File: config.mk
export PLATFORM = sky130hd
export DESIGN_NAME = regfile_2r1w_sb
export DESIGN_NICKNAME = d
export VERILOG_FILES = /design/src/rtl/regfile_pkg.sv /design/src/rtl/regfile_read_port.sv /design/src/rtl/regfile_2r1w_sb.sv
export SDC_FILE = /design/constraint.sdc
export NUM_CORES = 1
export LEC_CHECK = 0
export CORE_AREA = 2 2 135 137
export DETAILED_ROUTE_END_ITERATION = 8
export DIE_AREA = 0 0 137 139
export GPL_ROUTABILITY_DRIVEN = 0
export MAX_ROUTING_LAYER = met4
export PLACE_DENSITY = 0.66
export SETUP_SLACK_MARGIN = 0.02
export SYNTH_ARGS = -nofsm -noshare
export SYNTH_HDL_FRONTEND = slang
export SYNTH_SLANG_ARGS = --single-unit
File: constraint.sdc
create_clock -name clk -period 2.1 [get_ports clk]
set_input_delay 0.21 -clock clk [delete_from_list [all_inputs] [get_ports clk]]
set_output_delay 0.21 -clock clk [all_outputs]
set_load 0.02 [all_outputs]
File: src/rtl/regfile_pkg.sv
// Shared defaults, types and address helpers for the 2-read/1-write register file.
package regfile_pkg;

  localparam int unsigned RF_DATA_W   = 16;
  localparam int unsigned RF_NUM_REGS = 8;

  typedef logic [$clog2(RF_NUM_REGS)-1:0] rf_addr_t;
  typedef logic [RF_DATA_W-1:0]           rf_data_t;

  // True when addr names a real entry; only matters for non-power-of-two sizes.
  function automatic logic rf_in_range(input int unsigned addr, input int unsigned num_regs);
    return addr < num_regs;
  endfunction

endpackage

File: src/rtl/regfile_read_port.sv
// One registered read port: effective busy/data selection plus output registers.
// Build option REGFILE_BYPASS_EN forwards a same-cycle write to the read.
module regfile_read_port
  import regfile_pkg::*;
#(
  parameter int unsigned DATA_W   = RF_DATA_W,
  parameter int unsigned NUM_REGS = RF_NUM_REGS,
  parameter int unsigned ADDR_W   = $clog2(NUM_REGS),
  parameter int unsigned ZERO_R0  = 0
) (
  input  logic                             clk,
  input  logic                             reset,
  input  logic                             rd_en,
  input  logic [ADDR_W-1:0]                rd_addr,
  input  logic [NUM_REGS-1:0][DATA_W-1:0]  regs,
  input  logic [NUM_REGS-1:0]              busy,
  input  logic                             wr_en,
  input  logic [ADDR_W-1:0]                wr_addr,
  input  logic [DATA_W-1:0]                wr_data,
  output logic [DATA_W-1:0]                rd_data,
  output logic                             rd_valid
);

  logic              in_range;
  logic              is_zero;
  logic [DATA_W-1:0] data_eff;
  logic              busy_eff;
  logic [DATA_W-1:0] rd_data_p1;
  logic              vld_p1;

  assign in_range = rf_in_range(32'(rd_addr), NUM_REGS);
  assign is_zero  = (ZERO_R0 != 0) && (rd_addr == '0);

  // Out-of-range reads look permanently busy so they never validate.
  always_comb begin
    data_eff = '0;
    busy_eff = 1'b1;
    if (in_range) begin
      data_eff = regs[rd_addr];
      busy_eff = busy[rd_addr];
    end
`ifdef REGFILE_BYPASS_EN
    if (in_range && wr_en && (wr_addr == rd_addr)) begin
      data_eff = wr_data;
      busy_eff = 1'b0;
    end
`endif
    if (is_zero) begin
      data_eff = '0;
      busy_eff = 1'b0;
    end
  end

`ifndef REGFILE_BYPASS_EN
  logic unused_wr;
  assign unused_wr = ^{wr_en, wr_addr, wr_data};
`endif

  // Stage p1: registered read result
  always_ff @(posedge clk) begin
    if (reset) begin
      rd_data_p1 <= '0;
      vld_p1     <= 1'b0;
    end else begin
      vld_p1 <= rd_en & ~busy_eff;
      if (rd_en) rd_data_p1 <= data_eff;
    end
  end

  assign rd_data  = rd_data_p1;
  assign rd_valid = vld_p1;

endmodule

File: src/rtl/regfile_2r1w_sb.sv
// Register file with two registered read ports, one write port and a busy scoreboard.
// Build option REGFILE_BYPASS_EN enables write-to-read forwarding in the read ports.
module regfile_2r1w_sb
  import regfile_pkg::*;
#(
  parameter int unsigned DATA_W   = RF_DATA_W,
  parameter int unsigned NUM_REGS = RF_NUM_REGS,
  parameter int unsigned ADDR_W   = $clog2(NUM_REGS),
  parameter int unsigned ZERO_R0  = 0
) (
  input  logic                clk,
  input  logic                reset,
  input  logic                wr_en,
  input  logic [ADDR_W-1:0]   wr_addr,
  input  logic [DATA_W-1:0]   wr_data,
  input  logic                lock_en,
  input  logic [ADDR_W-1:0]   lock_addr,
  input  logic                rd0_en,
  input  logic [ADDR_W-1:0]   rd0_addr,
  output logic [DATA_W-1:0]   rd0_data,
  output logic                rd0_valid,
  input  logic                rd1_en,
  input  logic [ADDR_W-1:0]   rd1_addr,
  output logic [DATA_W-1:0]   rd1_data,
  output logic                rd1_valid,
  output logic [NUM_REGS-1:0] busy
);

  logic [NUM_REGS-1:0][DATA_W-1:0] regs_q;
  logic [NUM_REGS-1:0]             busy_q;
  logic                            wr_ok;
  logic                            lock_ok;

  logic [1:0]             rd_en_v;
  logic [1:0][ADDR_W-1:0] rd_addr_v;
  logic [1:0][DATA_W-1:0] rd_data_v;
  logic [1:0]             rd_valid_v;

  // With ZERO_R0, entry 0 is hard-wired: writes and locks to it are dropped.
  assign wr_ok   = wr_en && rf_in_range(32'(wr_addr), NUM_REGS) &&
                   !((ZERO_R0 != 0) && (wr_addr == '0));
  assign lock_ok = lock_en && rf_in_range(32'(lock_addr), NUM_REGS) &&
                   !((ZERO_R0 != 0) && (lock_addr == '0));

  // Lock is applied after the write so a same-address lock keeps the entry busy.
  always_ff @(posedge clk) begin
    if (reset) begin
      regs_q <= '0;
      busy_q <= '0;
    end else begin
      if (wr_ok) begin
        regs_q[wr_addr] <= wr_data;
        busy_q[wr_addr] <= 1'b0;
      end
      if (lock_ok) busy_q[lock_addr] <= 1'b1;
    end
  end

  assign busy = busy_q;

  assign rd_en_v   = {rd1_en, rd0_en};
  assign rd_addr_v = {rd1_addr, rd0_addr};

  for (genvar p = 0; p < 2; p++) begin : g_rd
    regfile_read_port #(
      .DATA_W   (DATA_W),
      .NUM_REGS (NUM_REGS),
      .ADDR_W   (ADDR_W),
      .ZERO_R0  (ZERO_R0)
    ) u_port (
      .clk      (clk),
      .reset    (reset),
      .rd_en    (rd_en_v[p]),
      .rd_addr  (rd_addr_v[p]),
      .regs     (regs_q),
      .busy     (busy_q),
      .wr_en    (wr_en),
      .wr_addr  (wr_addr),
      .wr_data  (wr_data),
      .rd_data  (rd_data_v[p]),
      .rd_valid (rd_valid_v[p])
    );
  end

  assign rd0_data  = rd_data_v[0];
  assign rd0_valid = rd_valid_v[0];
  assign rd1_data  = rd_data_v[1];
  assign rd1_valid = rd_valid_v[1];

endmodule
==> Yosys cells after proc, flatten, opt, wreduce, memory -nomap -nowiden <==
Cells that the tools add are included.
{ "classes": {"n_eq_ne": 0, "n_mul": 0, "n_mux": 18, "order_cmp": 6, "div_mod_pow": 0, "bitwise": 7, "shift": 0, "n_addsub": 0, "n_reduce_logical": 2} }
{ "op_table": {"columns": ["cell", "count"], "rows": [
  ["$bwmux W128", 1],
  ["$bmux W16 S3", 2],
  ["$demux W16 S3", 1],
  ["$mux W16", 3],
  ["$mux W8", 3],
  ["$lt A3 B4 Y1 const B", 4],
  ["$and A8 B8 Y8", 1],
  ["$not A8 Y8", 1],
  ["$or A8 B8 Y8", 1],
  ["$bmux W1 S3", 2],
  ["$demux W1 S3", 2],
  ["$ge A3 B1 Y1 const B", 2],
  ["$mux W1", 4],
  ["$and A1 B1 Y1", 2],
  ["$logic_and A1 B1 Y1", 2],
  ["$not A1 Y1", 2]
]} }
{ "word_totals": {"mem_bits_ro": 0, "n_memories": 0, "word_cells": 46, "ramBits": 0, "inputBits": 34, "out_inout_bits": 42, "latch_bits": 0, "reg_bits": 170} }

==> Longest topological paths before layout <==
{ "depth": {"depth_word": 10, "ltp_mapped": 7, "mapped_depth_nobuf": 4} }

==> Hierarchy <==
A second synthesis with hierarchy kept.
{ "hier_totals": {"cells_unflattened": 839, "hier_area_um2": 8816.0} }
{ "modules_own_cells": {"columns": ["mod", "seq_area_each_um2", "area_each_um2", "cells_each", "n_inst"], "rows": [
  ["regfile_2r1w_sb", 2722.6, 5452.7, 495, 1],
  ["regfile_read_port", 340.3, 1681.6, 172, 2]
]} }

==> Worst setup path before layout <==
Ideal clock, no wire load.
{ "synth_timing": {"path_type": "input to register", "from": "input port rd0_addr[0]", "to": "register g_rd[0].u_port.vld_p1", "path_buffers": 1, "setup_time_ns": 0.080, "required_ns": 2.020, "cell_stages": 4, "path_slack_ns": 0.710, "arrival_time_ns": 1.310, "path_cell_list": "buf_2 -> mux4_2 -> mux2_2 -> nor3b_1"} }
{ "synth_between": {"elab_chain_len": 4} }
{ "synth_rtl": {"columns": ["element", "line_no", "source"], "rows": [
  ["start: declaration", "regfile_2r1w_sb.sv:19", "input logic [ADDR_W-1:0] rd0_addr,"],
  ["$bmux W1 S3", "regfile_read_port.sv:40", "busy_eff = busy[rd_addr];"],
  ["$mux W1 (implied by the code)", "regfile_read_port.sv:40", null],
  ["$not A1 Y1", "regfile_read_port.sv:65", "vld_p1 <= rd_en & ~busy_eff;"],
  ["$and A1 B1 Y1", "regfile_read_port.sv:65", null],
  ["end signal: assignment", "regfile_read_port.sv:65", null],
  ["end: declaration", "regfile_read_port.sv:29", "logic vld_p1;"]
]} }
Every way passes these cells. The select of a mux whose other input is x is not followed.
A chain may end at the register's enable or synchronous reset.

==> Worst setup path after layout <==
{ "layout_timing": {"from": "register busy_q[7], in the netlist busy[7]", "to": "output port busy[7]"} }
{ "layout_lines": {"columns": ["element", "line_no", "source"], "rows": [
  ["start: declaration", "regfile_2r1w_sb.sv:30", "logic [NUM_REGS-1:0] busy_q;"],
  ["start signal: assignment", "regfile_2r1w_sb.sv:49", "busy_q <= '0;"],
  ["start signal: indexed assignment", "regfile_2r1w_sb.sv:53", "busy_q[wr_addr] <= 1'b0;"],
  ["start signal: indexed assignment", "regfile_2r1w_sb.sv:55", "if (lock_ok) busy_q[lock_addr] <= 1'b1;"],
  ["end: declaration", "regfile_2r1w_sb.sv:26", "output logic [NUM_REGS-1:0] busy"]
]} }
No word-level cell between the ends.

==> flow_summary.ini <==
[final_layout]
antenna_cells = 0
fillers = 1668
drive_gt1_share_pct = 15.0
syn2layout_area_growth_pct = 20.7
fin_nets = 1053

[worst_setup_path]
setup.worst_path.start_class = flop
crit_family = buffers and inverters
rr_endpoint = g_rd[1].u_port.rd_valid
worstPathMaxFanout = 4
cp_slowest_stage_delay_ns = 0.66
r2r_cells = 3
r2r_slack_ns = 0.72
path_cells = clkdlybuf4s50_1
crit_type = reg2out
slowest_stage = clkdlybuf4s50_1
path_buf_inv = 1
arrival_ns = 1.52
worst-path-stages = 1
critical_path.startpoint = busy[7]
r2r-start = busy[7]
required_ns = 1.89
crit_end = busy[7]
end_kind = output pin

[yosys]
synth_top_area_share_pct = 42.0
synth_ff_type = dfxtp_1
synth_area_leaders = dfxtp_1 (42%), nand2_1 (12%), mux2_2 (9.2%)
syn_area_mm2 = 0.00811
synth_edf_count = 0
synth_fp_nets = 998
ys_async_sr_fraction_pct = 0
synth_cells = 964
syn_area_per_cell_um2 = 8.41
yosys_warnings = 0
yosys-top-cells-count = nand2_1 (264), dfxtp_1 (170), a21oi_1 (130)
synth_most_common_cell = nand2_1
synth.distinct_cells = 27
synth_area_leader_cell = dfxtp_1
yosysSeqAreaShare_pct = 42.0
ys_ff_latch = 170

[run]
cap_viol_max_count = 0

[clock_network]
clkSinkCount = 170
ctsLongestPathBuffers = 2
clk_latency_ns = 0.44
root_buffer = clkbuf_16
cts_buffers = 17
cts.repair.resized = 0
clk_pin_slew_worst_paths_ns = 0.07
post_cts_buffers = 0
tritoncts = built
htreeDepth = 4
hold_buffers = 0

[floorplanning]
die_h_um = 139
die_x_um = 137
fp.dieArea_mm2 = 0.0190
fp-row-count = 49
start_util_pct = 45.9
core-area_mm2 = 0.0177
io_pins = 76

[timing]
max_freq_ghz = 0.577
worstMarginPinSlew_ns = 0.802
worst_slack_ns = 0.367
fin_crit_ns = 1.73
hold_viol_final = 0
fin_worst_skew_ns = 0.00722
period_share_pct = 82.5
tns_ns = 0
final-max-slew-violation-count = 0
setup_viol = 0
relSlewSlack_pct = 46.4
rsz0062_at_grt = false

[pwr]
swShare_pct = 25.9
pwr-share-clk_pct = 40.7
internal_power_mw = 5.50
pwr-share-comb_pct = 13.3
power_leakage_nw = 3.58
power.switching_mw = 1.92
powerDensity_mw_per_mm2 = 758
ir_worst_vdd_mv = 0.630
p_seq_share_pct = 46.0

[placement]
io_buffers = 75
hpwlAfterDp_um = 16300
pre_cts_ws_ns = 0.131

[grt]
first_global_vias = 6777
grt_max_degree = 55
gr-total-overflow = 0
antenna_found_initial = 0
grt_pass1_wl_um = 39300
grt.total_usage_pct = 28.0

[route]
drt_pass1_iterations = 5
ant_nets = 0
vias = 7278
drc_errors = 0
viasPerCell = 5.78
wire_per_inst_um = 20.3
first_iter_violations = 883
wirelength_um = 25600

[run_status]
status = finished, final reports clean

[min_path]
min_path_type = in2reg
-- per-stage QoR --
stage	area, µm²	utilization, %	power [mW]	std cells	hold slack [ns]
after floorplan	8110	-	4.04	964	0.364
after detailed placement	9230	52.3	4.45	1229	0.456
after global routing	9790	55.4	7.64	1259	0.265
after global placement	9230	52.3	4.44	1229	0.449
final	9790	55.4	7.42	1259	0.225
after CTS	9790	55.4	7.41	1259	0.223
-- worst min-delay path by stage --
stage	startpoint	end	slack (ns)	cells past startpoint
floorplan	lock_en	busy[7]	0.36	2
global placement	regs_q[89]	regs_q[89]	0.45	2
detailed placement	regs_q[124]	regs_q[124]	0.46	2
CTS	reset	busy[6]	0.22	2
global route	reset	regs_q[100]	0.26	2
finish	reset	busy[6]	0.23	2
-- placed cells by master, fill, tap and decap left out, types with 10 or more instances in the layout --
cell / count
nand2_1: 264
dfxtp_1: 170
a21oi_1: 130
clkdlybuf4s50_1: 72
mux2_2: 66
mux2i_1: 64
nor2_1: 50
buf_4: 42
a211oi_1: 32
o22ai_1: 25
a221o_1: 25
clkbuf_16: 17
buf_12: 12
a22oi_1: 10
-- cell type report --
class / count / area [µm²] / area share [%]
Multi-Input combinational cell: 704 / 4270 / 43.6
Sequential cell: 170 / 3400 / 34.8
Timing Repair Buffer: 126 / 1280 / 13.0
Clock buffer: 23 / 488 / 4.99
Tap cell: 229 / 287 / 2.93
Clock inverter: 7 / 66.3 / 0.678
-- registers in the layout, indices dropped and copies added (netlist names) --
name / count
busy: 8
g_rd.u_port.rd_data: 32
g_rd.u_port.rd_valid: 2
regs_q: 128
-- kinds of logic (layout without fill, tap and decap cells) --
| family | count (synthesis) | count (layout) | share of synthesized area (%) |
|---|---|---|---|
| flops | 170 | 170 | 42.0 |
| simple gates | 338 | 338 | 16.4 |
| compound gates | 232 | 232 | 18.0 |
| buf+inv | 90 | 156 | 5.48 |
| mux | 134 | 134 | 18.2 |
-- power groups by stage --
stage	combinational (mW)	sequential, mW	clock, mW
6_report	0.987	3.41	3.02
5_1_grt	1.05	3.42	3.17
4_1_cts	0.977	3.41	3.03
3_5_place_dp	0.973	3.48	0
3_3_place_gp	0.966	3.48	0
2_1_floorplan	0.527	3.52	0
-- metal layers --
layer / vias to the layer above / GRT usage, % / share of wire (%)
met5: - / - / 0
met4: 0 / 7.98 / 1.9
met3: 44 / 5.52 / 8.7
met2: 346 / 40.2 / 43
met1: 3409 / 39.9 / 46
li1: 3479 / - / -
No activity file was read; power rests on OpenSTA's default activity.
